## src/rtl/uart_cmd_seq.sv

```systemverilog
// Command sequencer for a UART link: sends a 4-word header plus buffered
// payload on an AXI-stream master, then collects a fixed-length response.
module uart_cmd_seq #(
    parameter int DATA_WIDTH     = 8,
    parameter int MAX_PAYLOAD    = 16,
    parameter int RSP_WORDS      = 4,
    parameter int TIMEOUT_CYCLES = 65535,
    localparam int AW = (MAX_PAYLOAD > 1) ? $clog2(MAX_PAYLOAD) : 1,
    localparam int RW = (RSP_WORDS > 1) ? $clog2(RSP_WORDS) : 1,
    localparam int TW = $clog2(TIMEOUT_CYCLES + 1)
) (
    input  logic                            clk,
    input  logic                            rst,
    input  logic                            cmd_valid_i,
    output logic                            cmd_ready_o,
    input  logic [7:0]                      cmd_opcode_i,
    input  logic [7:0]                      cmd_nwords_i,
    input  logic                            pl_wr_en_i,
    input  logic [AW-1:0]                   pl_wr_addr_i,
    input  logic [DATA_WIDTH-1:0]           pl_wr_data_i,
    output logic [DATA_WIDTH-1:0]           m_axis_tdata_o,
    output logic                            m_axis_tvalid_o,
    input  logic                            m_axis_tready_i,
    input  logic [DATA_WIDTH-1:0]           s_axis_tdata_i,
    input  logic                            s_axis_tvalid_i,
    output logic                            s_axis_tready_o,
    output logic [RSP_WORDS*DATA_WIDTH-1:0] rsp_data_o,
    output logic                            rsp_valid_o,
    output logic                            rsp_timeout_o,
    output logic                            busy_o
);

    localparam logic [2:0] S_IDLE    = 3'd0;
    localparam logic [2:0] S_HDR     = 3'd1;
    localparam logic [2:0] S_PAYLOAD = 3'd2;
    localparam logic [2:0] S_RESP    = 3'd3;
    localparam logic [2:0] S_DONE    = 3'd4;
    localparam logic [7:0] MAXP      = 8'(MAX_PAYLOAD);

    logic [2:0]                             state_q;
    logic [7:0]                             opcode_q;
    logic [7:0]                             nw_q;
    logic [7:0]                             idx_q;
    logic [RW-1:0]                          rcnt_q;
    logic [TW-1:0]                          tcnt_q;
    logic [RSP_WORDS-1:0][DATA_WIDTH-1:0]   rsp_q;
    logic [DATA_WIDTH-1:0]                  buffer [MAX_PAYLOAD];
    logic [15:0]                            len;
    logic [DATA_WIDTH-1:0]                  tx_word;
    logic                                   in_tx;
    logic                                   tmo_hit;

    assign len     = 16'd4 + {8'd0, nw_q};
    assign in_tx   = (state_q == S_HDR) || (state_q == S_PAYLOAD);
    // Counter holds idle cycles minus one, so the pulse lands on the
    // TIMEOUT_CYCLES-th idle cycle; a word in that same cycle suppresses it.
    assign tmo_hit = (state_q == S_RESP) && !s_axis_tvalid_i &&
                     (tcnt_q == TW'(TIMEOUT_CYCLES - 1));

    always_comb begin
        tx_word = '0;
        if (state_q == S_HDR) begin
            case (idx_q[1:0])
                2'd0:    tx_word = DATA_WIDTH'(opcode_q);
                2'd1:    tx_word = '0;
                2'd2:    tx_word = DATA_WIDTH'(len[7:0]);
                default: tx_word = DATA_WIDTH'(len[15:8]);
            endcase
        end else if (state_q == S_PAYLOAD) begin
            tx_word = buffer[idx_q[AW-1:0]];
        end
    end

    assign m_axis_tvalid_o = in_tx && !rst;
    assign m_axis_tdata_o  = (in_tx && !rst) ? tx_word : '0;
    assign cmd_ready_o     = (state_q == S_IDLE) && !rst;
    assign busy_o          = (state_q != S_IDLE) && !rst;
    assign rsp_valid_o     = (state_q == S_DONE) && !rst;
    assign rsp_timeout_o   = tmo_hit && !rst;
    assign s_axis_tready_o = !rst;
    assign rsp_data_o      = rst ? '0 : rsp_q;

    always_ff @(posedge clk) begin
        if (!rst && (state_q == S_IDLE) && pl_wr_en_i)
            buffer[pl_wr_addr_i] <= pl_wr_data_i;
    end

    always_ff @(posedge clk) begin
        if (rst) begin
            state_q  <= S_IDLE;
            opcode_q <= '0;
            nw_q     <= '0;
            idx_q    <= '0;
            rcnt_q   <= '0;
            tcnt_q   <= '0;
            rsp_q    <= '0;
        end else begin
            case (state_q)
                S_IDLE: if (cmd_valid_i) begin
                    opcode_q <= cmd_opcode_i;
                    nw_q     <= (cmd_nwords_i > MAXP) ? MAXP : cmd_nwords_i;
                    idx_q    <= '0;
                    state_q  <= S_HDR;
                end
                S_HDR: if (m_axis_tready_i) begin
                    if (idx_q == 8'd3) begin
                        idx_q <= '0;
                        if (nw_q == 8'd0) begin
                            state_q <= S_RESP;
                            tcnt_q  <= '0;
                            rcnt_q  <= '0;
                            rsp_q   <= '0;
                        end else begin
                            state_q <= S_PAYLOAD;
                        end
                    end else begin
                        idx_q <= idx_q + 8'd1;
                    end
                end
                S_PAYLOAD: if (m_axis_tready_i) begin
                    if (idx_q == nw_q - 8'd1) begin
                        state_q <= S_RESP;
                        tcnt_q  <= '0;
                        rcnt_q  <= '0;
                        rsp_q   <= '0;
                    end else begin
                        idx_q <= idx_q + 8'd1;
                    end
                end
                S_RESP: begin
                    if (s_axis_tvalid_i) begin
                        rsp_q[rcnt_q] <= s_axis_tdata_i;
                        tcnt_q        <= '0;
                        if (rcnt_q == RW'(RSP_WORDS - 1))
                            state_q <= S_DONE;
                        else
                            rcnt_q <= rcnt_q + 1'b1;
                    end else if (tmo_hit) begin
                        state_q <= S_IDLE;
                    end else begin
                        tcnt_q <= tcnt_q + 1'b1;
                    end
                end
                S_DONE:  state_q <= S_IDLE;
                default: state_q <= S_IDLE;
            endcase
        end
    end

endmodule

```

## config.mk

```make
export PLATFORM = sky130hd
export DESIGN_NAME = uart_cmd_seq
export DESIGN_NICKNAME = d
export VERILOG_FILES = /design/src/rtl/uart_cmd_seq.sv
export SDC_FILE = /design/constraint.sdc
export NUM_CORES = 1
export LEC_CHECK = 0
export CORE_MARGIN = 3
export CORE_UTILIZATION = 45
export DETAILED_ROUTE_END_ITERATION = 6
export PLACE_DENSITY_LB_ADDON = 0.05
export REMOVE_ABC_BUFFERS = 1
export SYNTH_ARGS = -nofsm -noshare
export SYNTH_HDL_FRONTEND = slang
export SYNTH_SLANG_ARGS = --single-unit
```

## constraint.sdc

```tcl
create_clock -name clk -period 3.1 [get_ports clk]
set_clock_uncertainty 0.2 [all_clocks]
set_input_delay 0.31 -clock clk [delete_from_list [all_inputs] [get_ports clk]]
set_output_delay 0.31 -clock clk [all_outputs]
set_load 0.01 [all_outputs]
```

==> results of run 1 <==
worst max path at each step:
| stage | start | endpoint | depth (start not counted) |
|---|---|---|---|
| 2_1_floorplan | flop | m_axis_tdata_o[7] | 4 |
| 3_3_place_gp | flop | m_axis_tdata_o[7] | 6 |
| 3_5_place_dp | nw_q[1] | tcnt_q[3] | 9 |
| 4_1_cts | flop | m_axis_tdata_o[6] | 6 |
| 5_1_grt | flop | m_axis_tdata_o[6] | 6 |
| 6_report | flop | m_axis_tdata_o[5] | 6 |
report_power, final:
part           total, mW  leakage [nW]  switching (mW)  internal [mW]
clock network       2.76         0.380            1.04           1.72
logic               1.58          1.64           0.852          0.731
registers           3.12          1.81          0.0924           3.03
total               7.47          3.83            1.99           5.48
metrics by stage:
step	power (mW)	utilization	hold WS, ns	area [um2]
detailed placement	4.68	0.529	0.253	10400
global placement	4.64	0.529	0.250	10400
floorplan	4.08	-	0.179	8960
global route	7.81	0.571	0.0662	11300
finish	7.47	0.571	0.0620	11300
CTS	7.52	0.571	0.0391	11200
layout make-up:
cell class	count	area, um2
Inverter	14	52.6
Clock buffer	29	608
Tap cell	265	332
Fill cell	1600	8450
Timing Repair Buffer	122	1170
Multi-Input combinational cell	440	3460
Clock inverter	13	164
Sequential cell	209	5470
worst max-delay path, stage by stage, from the launching register on:
cell,delay (ns)
dfxtp_4,0.39
bufbuf_16,0.29
mux4_2,0.55
mux4_2,0.49
a22oi_1,0.15
nor2_1,0.06
buf_2,0.16
what timing repair did:
action                     4_1_cts  5_1_grt
pin swaps                        1        2
setup endpoints to repair        8       48
gates cloned                     2        0
resized for setup               34        9
buffers inserted                 0        1
hold buffers                     0        0
routing by layer:
layer	vias up	wire length, um
li1	2909	-
met1	3077	9430
met2	174	10500
met3	30	1380
met4	0	571
met5	-	0
registers in the layout, indices dropped and copies added, names as in the netlist, named ones only:
name / cells
buffer: 128
rsp_q: 32
tcnt_q: 16
idx_q: 8
nw_q: 8
opcode_q: 8
state_q: 3
rcnt_q: 2
layout by cell type, fill, tap and decap left out, types with 6 or more instances in the layout:
master	netlist	final
o31ai_1	16	16
and2_1	5	6
nand2_1	49	48
nor3_1	15	15
ha_1	14	14
nor2b_1	35	35
nand2b_1	10	10
xor2_1	7	7
a22o_1	32	32
clkdlybuf4s50_1	0	78
a21oi_1	38	36
mux2i_1	10	10
mux4_2	40	40
or4_1	13	13
o21ai_0	14	13
inv_1	13	13
buf_4	0	29
dfxtp_1	81	78
a22oi_1	12	11
nand4_1	7	7
buf_2	13	9
edfxtp_1	128	128
nor2_1	45	45
and3_1	8	8
clkbuf_16	0	23
nand3_1	16	16
or3_1	8	8
xnor2_1	6	6
and4_1	6	6
kinds of logic (layout without fill, tap and decap cells):
| group | Yosys count | after routing | synth area share |
|---|---|---|---|
| flops | 209 | 209 | 0.596 |
| simple gates | 233 | 233 | 0.136 |
| mux | 51 | 51 | 0.110 |
| compound gates | 129 | 129 | 0.0970 |
| fa+ha+maj | 14 | 14 | 0.0191 |
| xor+xnor | 13 | 13 | 0.0124 |
| buf+inv | 59 | 178 | 0.0284 |
==> run metrics, run 1 <==
run status finished with violations; failing checks negative setup slack; drt wl/cell 20.1 um; total of max-cap violations 0; met3 GRT Util 0.0377; boundary pin count 88; worst r2r path cells 8; hold path startpoint rst; # DRC 0; Synth cell types 54; setup ws final -0.0132 ns; antenna viol nets, final 0; Reg2Reg Launch Point nw_q[1]; vias in the first global route 6,164; Ys Warns 0; number of antenna violations at the first check in global routing 0; PwrDens 663 nW/um2; minimum clock period 3.11 ns; Seq cells post-synth 209; Tcrit/Tclk final 1.00; final max-slew violation count 0; LEAKAGE 3.83 nW; GR Util met2 0.327; CP Launch Type flop; FP Rows 51; Critical Path AT 2.60 ns; Final Hold Viols 0; ys flop type edfxtp_1; Synth top cells by count edfxtp_1, dfxtp_1, nand2_1; Peak VDD IR 0.706 mV; TritonCTS clock tree done; GPL Wtd Cong 0.817; die footprint 22,100 um2; WL final 21,900 um; final net count 866; cell count after placement 1,047; unrepaired setup endpoints after global routing true; total gr overflow 0; slew margin rel. 0.319; Port Buf Inserts 87; layout cells sized above 1 0.161; Antenna diodes 0; GR Util met1 0.276; Tightest Pin Transition 1.02 ns; most frequent cell after synthesis edfxtp_1; DRT iter0 DRCs 457; most used routing layer met2; hold path cells 2; starting density of the core 0.465; setup violators final 2; CTS Buf Count 23; clock-pin slew of the registers on the worst-case setup and hold paths 0.06 ns; Vias/cell 5.67; largest net degree at the start of global routing 35; largest cells by area after synthesis edfxtp_1, dfxtp_1, mux4_2, a22o_1, nor2b_1; Crit. End Element output pin; HPWL Detailed 15,200 um; Max FO, Critical Path 8; Post-Syn Area per Cell 12.9 um2; WP data required 2.59 ns; r2r endpoint rsp_q[27]; Clock Tree Root clkbuf_16; Yosys top cell by area edfxtp_1; async set or reset register ratio after synthesis 0; WHS Endpoint nw_q[1]; CTS max path bufs 3; Seq/Total Area, Yosys 0.596; type of the worst min-delay path input port to flop; FF-to-FF setup slack 0.22 ns; H-tree levels 1; Vias 6,190; insertion delay of the later-clocked pin in the worst-skew pair 0.51 ns; Core ar. 19,700 um2; pre-CTS setup slack 0.150 ns; final setup TNS -0.0139 ns; Gate Count Post-Synth 708; first-pass GRT wire length 34,600 um; DIE WIDTH 149 um; mapped cell area 9170 um2; Non-Filler Instances 1,092; clk sink count 209; Max Fclk 321 MHz; Die Height 149 um; CP Class flop to output pin; total track usage 0.199; post-synth top area share 0.419; Post-synth EDFFs 128; area grow syn2layout 22.9%; Pre-Repair DR Iteration Count 6
No activity file was read; power rests on OpenSTA's default activity.
==> run 2, diff against run 1 <==
Settings changed: ABC_CLOCK_PERIOD_IN_PS set to 3100.
==> results of run 2 <==
No change in the layout: final DEF, timing and power equal those of run 1.
==> run 3, diff against run 2 <==
Settings changed: SKIP_CTS_REPAIR_TIMING set to 1, SLEW_MARGIN set to 20.
==> run 3 against run 2 <==
  * The run now ends clean
  * Cell area about the same
  * Sequential share of layout area about the same
  * Final cell count about the same
  * Worst hold slack better by 0.0051 ns
  * Critical path depth unchanged
  * Worst setup slack better by 0.072 ns
  * Via count down 0.39%
  * Core utilization about the same
  * Sequential power about the same
==> run metrics, run 3 (synthesis results as in run 1) <==
run status finished clean; CP Launch Type flop; DIE WIDTH 149 um (unchanged); boundary pin count 88 (unchanged); Peak VDD IR 0.707 mV (+0.14%); sequential group share of total power 0.420 (+0.002); vias in the first global route 6,124 (-0.65%); pre-CTS setup slack 0.150 ns (unchanged); WP data required 2.59 ns (about the same); slew margin rel. 0.558 (+0.238); most used cell, CP mux4_2; Pre-Repair DR Iteration Count 5 (-1); # DRC 0 (unchanged); Core ar. 19,700 um2 (unchanged); Clock Tree Root clkbuf_16; final max-slew violation count 0 (unchanged); area grow syn2layout 22.8% (about the same); Antenna diodes 0 (unchanged); max reg flops 128 (unchanged); most used routing layer met2; die footprint 22,100 um2 (unchanged); setup violators final 0 (-2); Final Hold Viols 0 (unchanged); antenna viol nets, final 0 (unchanged); total of max-cap violations 0 (unchanged); Tcrit/Tclk final 0.981 (-0.0232); CP Class flop to output pin; starting density of the core 0.465 (unchanged); Largest stage delay, worst path 0.52 ns (-0.03 ns); WL final 22,000 um (+0.42%); total gr overflow 0 (unchanged); PwrDens 662 nW/um2 (-0.11%); HPWL Detailed 15,200 um (unchanged); Critical Path AT 2.53 ns (-0.07 ns); LEAKAGE 3.81 nW (-0.45%); DRT iter0 DRCs 474 (+3.7%); number of antenna violations at the first check in global routing 0 (unchanged); slowest library cell on the worst path mux4_2; met3 GRT Util 0.0352 (-0.00243); Max FO, Critical Path 8 (unchanged); insertion delay of the later-clocked pin in the worst-skew pair 0.51 ns (about the same); Crit. End Element output pin; FP Rows 51 (unchanged); WHS 0.0670 ns (+0.00506 ns); first-pass GRT wire length 34,200 um (-1.1%); GR Util met2 0.323 (-0.00409); GR Util met1 0.272 (-0.00350); Die Height 149 um (unchanged); Int Pwr 5.45 mW (-0.44%); count of buffer and inverter cells on the critical path 2 (unchanged); Vias 6,166 (-0.39%); Tightest Pin Transition 0.661 ns (-0.360 ns); GPL Wtd Cong 0.817 (unchanged); P_sw 2.00 mW (+0.64%); clk sink count 209 (unchanged); worst path cell trace clkbuf_16 > mux4_2 > mux4_2 > a21oi_2 > nor2_1 > clkbuf_2; TritonCTS clock tree done; clock power share 0.370 (about the same); FF-to-FF setup slack 0.22 ns (about the same); CP delay by family, top multiplexers; commonest cells after routing, fill and taps aside edfxtp_1, dfxtp_1, clkdlybuf4s50_1; largest net degree at the start of global routing 35 (unchanged); layout cells sized above 1 0.163 (+0.00262); Biggest register buffer; unrepaired setup endpoints after global routing true; clock-pin slew of the registers on the worst-case setup and hold paths 0.06 ns (about the same); Vias/cell 5.65 (-0.30%); Port Buf Inserts 87 (unchanged); total track usage 0.196 (-0.00283); leading cell type in the layout, fill and taps excluded edfxtp_1; final net count 865 (-0.12%); Max Fclk 329 MHz (+2.4%); registers with the most flip-flops buffer x128, rsp_q x32, tcnt_q x16; CTS Buf Count 23 (unchanged); H-tree levels 1 (unchanged); combinational power share 0.210 (-0.002); type of the worst min-delay path input port to flop; CTS max path bufs 3 (unchanged); switch share 0.268 (+0.00212); final setup TNS 0 ns (+0.0139 ns); drt wl/cell 20.2 um (+0.52%); setup ws final 0.0587 ns (+0.0719 ns); minimum clock period 3.04 ns (-0.0719 ns)
run 3: cell count changes in the layout (fill, tap and decap cells not counted), sizes merged:
cell	previous run	this run
clkbuf	29	39
buf	43	33
bufbuf	1	0
run 3: final timing paths:
check	startpoint	endpoint	cells past startpoint
min reg2reg	opcode_q[3]	opcode_q[3]	2
min	rst	nw_q[3]	2
max reg2reg	nw_q[1]	rsp_q[24]	8
max	flop	m_axis_tdata_o[2]	6
run 3: per-layer routing:
layer | vias to the layer above | wire (um)
met5 | - | 0
met4 | 0 | 565
met3 | 27 | 1220
met2 | 152 | 10400
met1 | 3080 | 9780
li1 | 2907 | -
run 3: final cells by class:
type                       count  area, um2
fill                        1599       8460
multi-input combinational    440       3470
sequential                   209       5470
inverter                      14       52.6
clock buffer                  29        608
tap                          265        332
timing repair buffer         121       1160
clock inverter                13        164
run 3: power by group through the flow:
stage	clock (mW)	sequential, mW	combinational (mW)
floorplan	0	3.23	0.851
global placement	0	3.17	1.47
detailed placement	0	3.17	1.51
CTS	2.82	3.11	1.51
global route	2.94	3.14	1.71
finish	2.76	3.13	1.57
run 3: per-stage QoR:
| step | cells | cell area [um2] | power (mW) | utilization |
|---|---|---|---|---|
| finish | 1091 | 11300 | 7.45 | 0.571 |
| global placement | 1047 | 10400 | 4.64 | 0.529 |
| CTS | 1089 | 11200 | 7.44 | 0.568 |
| global route | 1091 | 11300 | 7.80 | 0.571 |
| detailed placement | 1047 | 10400 | 4.68 | 0.529 |
| floorplan | 663 | 8960 | 4.08 | - |
==> RTL change: new RTL, settings of run 1 <==
The parameter `DATA_WIDTH` goes from 8 to 9.
--- a/src/rtl/uart_cmd_seq.sv
+++ b/src/rtl/uart_cmd_seq.sv
@@ -2,5 +2,5 @@
 // payload on an AXI-stream master, then collects a fixed-length response.
 module uart_cmd_seq #(
-    parameter int DATA_WIDTH     = 8,
+    parameter int DATA_WIDTH     = 9,
     parameter int MAX_PAYLOAD    = 16,
     parameter int RSP_WORDS      = 4,
Ports: changed (resized m_axis_tdata_o, pl_wr_data_i, rsp_data_o and s_axis_tdata_i); port bits go from 88 to 95. No check against the original RTL was run, so the function may have changed too.
==> RTL change against run 1 <==
- global-route usage up 0.35 points
- area after synthesis increased by 7.2%
- power up 7.7%
- first-iteration DRC count is 35% higher
- routed wire length increased by 11%
- largest cell class unchanged
- non-clock buffer count rose by 37
- worst setup slack gained 0.014 ns
- critical endpoint is now m_axis_tdata_o[3]
- sequential cell count rose by 20
- cell area rose by 9.5%
==> RTL change: results <==
export IMPL_dr_pass1_iters=5
export IMPL_grt_pass1_vias=6827
export IMPL_final_util_pct=58.1
export IMPL_synth_compound_area_share_pct=7.89
export IMPL_post_synth_most_frequent_cells="edfxtp_1 (144), nand2_1 (130), dfxtp_1 (85)"
export IMPL_max_stage_delay_ns=0.53
export IMPL_post_dp_cell_area_um2=11500
export IMPL_outcome="completed"
export IMPL_fin_ws_ns=0.00103
export IMPL_synthAdderAreaFrac_pct=1.78
export IMPL_final_nets=1009
export IMPL_synth_edf_count=144
export IMPL_gp_congestion=0.820
export IMPL_insertion_delay_ns=0.53
export IMPL_grt_pass1_wl_um=37900
export IMPL_netlist_instances=806
export IMPL_reg2reg_slack_ns=0.18
export IMPL_reg_largest_list="buffer (144), rsp_q (36), tcnt_q (16)"
export IMPL_tns_ns=0
export IMPL_via_count=6888
export IMPL_slew_headroom_pct=53.1
export IMPL_post_place_ws_ns=-0.0225
export IMPL_yosys_cell_types_count=59
export IMPL_path_max_fanout=6
export IMPL_io_buffers=94
export IMPL_synth_mux_area_share_pct=10.8
export IMPL_timing_hold_ws_ns=0.133
export IMPL_grt_max_degree=52
RTL change: cell count changes in the layout (fill, tap and decap cells not counted), moves of 7 or more:
cell,change
inv_1,+37
o31ai_1,-12
or4_1,-7
edfxtp_1,+16
buf_4,+24
nor2b_1,-33
clkdlybuf4s50_1,+7
a22o_1,-32
o21ai_0,+37
nand2_1,+82
RTL change: path summary, 6_finish.rpt:
check             cells after the start            start                end
hold reg to reg                       2      opcode_q[2]        opcode_q[2]
hold / removal                        3  cmd_opcode_i[3]        opcode_q[3]
setup / recovery                      7             flop  m_axis_tdata_o[3]
setup reg to reg                      9         idx_q[0]          tcnt_q[5]
RTL change: repair_timing:
item / 4_1_cts / 5_1_grt
pin swaps: 2 / 5
resized for setup: 46 / 6
endpoints found under the setup margin: 9 / 52
hold buffers: 0 / 0
setup buffers: 4 / 1
cloned: 3 / 0
RTL change: final cells by class:
cell class / count / share of cell area, %
Sequential cell: 229 / 48.9
Multi-Input combinational cell: 485 / 28.2
Timing Repair Buffer: 159 / 12.4
Clock buffer: 30 / 5.23
Tap cell: 275 / 2.79
Inverter: 51 / 1.55
Clock inverter: 16 / 0.944
RTL change: worst max-delay path, delay by kind of cell (launching register included):
kind | cells | cell delay, ns
DFF | 1 | 0.43
buffers and inverters | 3 | 0.40
and+or+nand+nor | 1 | 0.05
AOI/OAI and AO/OA | 1 | 0.16
muxes | 2 | 1.02
RTL change: power by group:
group	total [mW]	leakage [nW]	switching (mW)	internal, mW
clock network	2.77	0.369	1.20	1.57
registers	3.40	1.98	0.0789	3.32
logic	1.87	2.13	0.917	0.951
RTL change: metal layers:
metal / track usage (%) / share of wire (%)
met5: 0 / 0
met4: 4.58 / 1.5
met3: 3.15 / 5.9
met2: 34.4 / 49
met1: 27.8 / 43
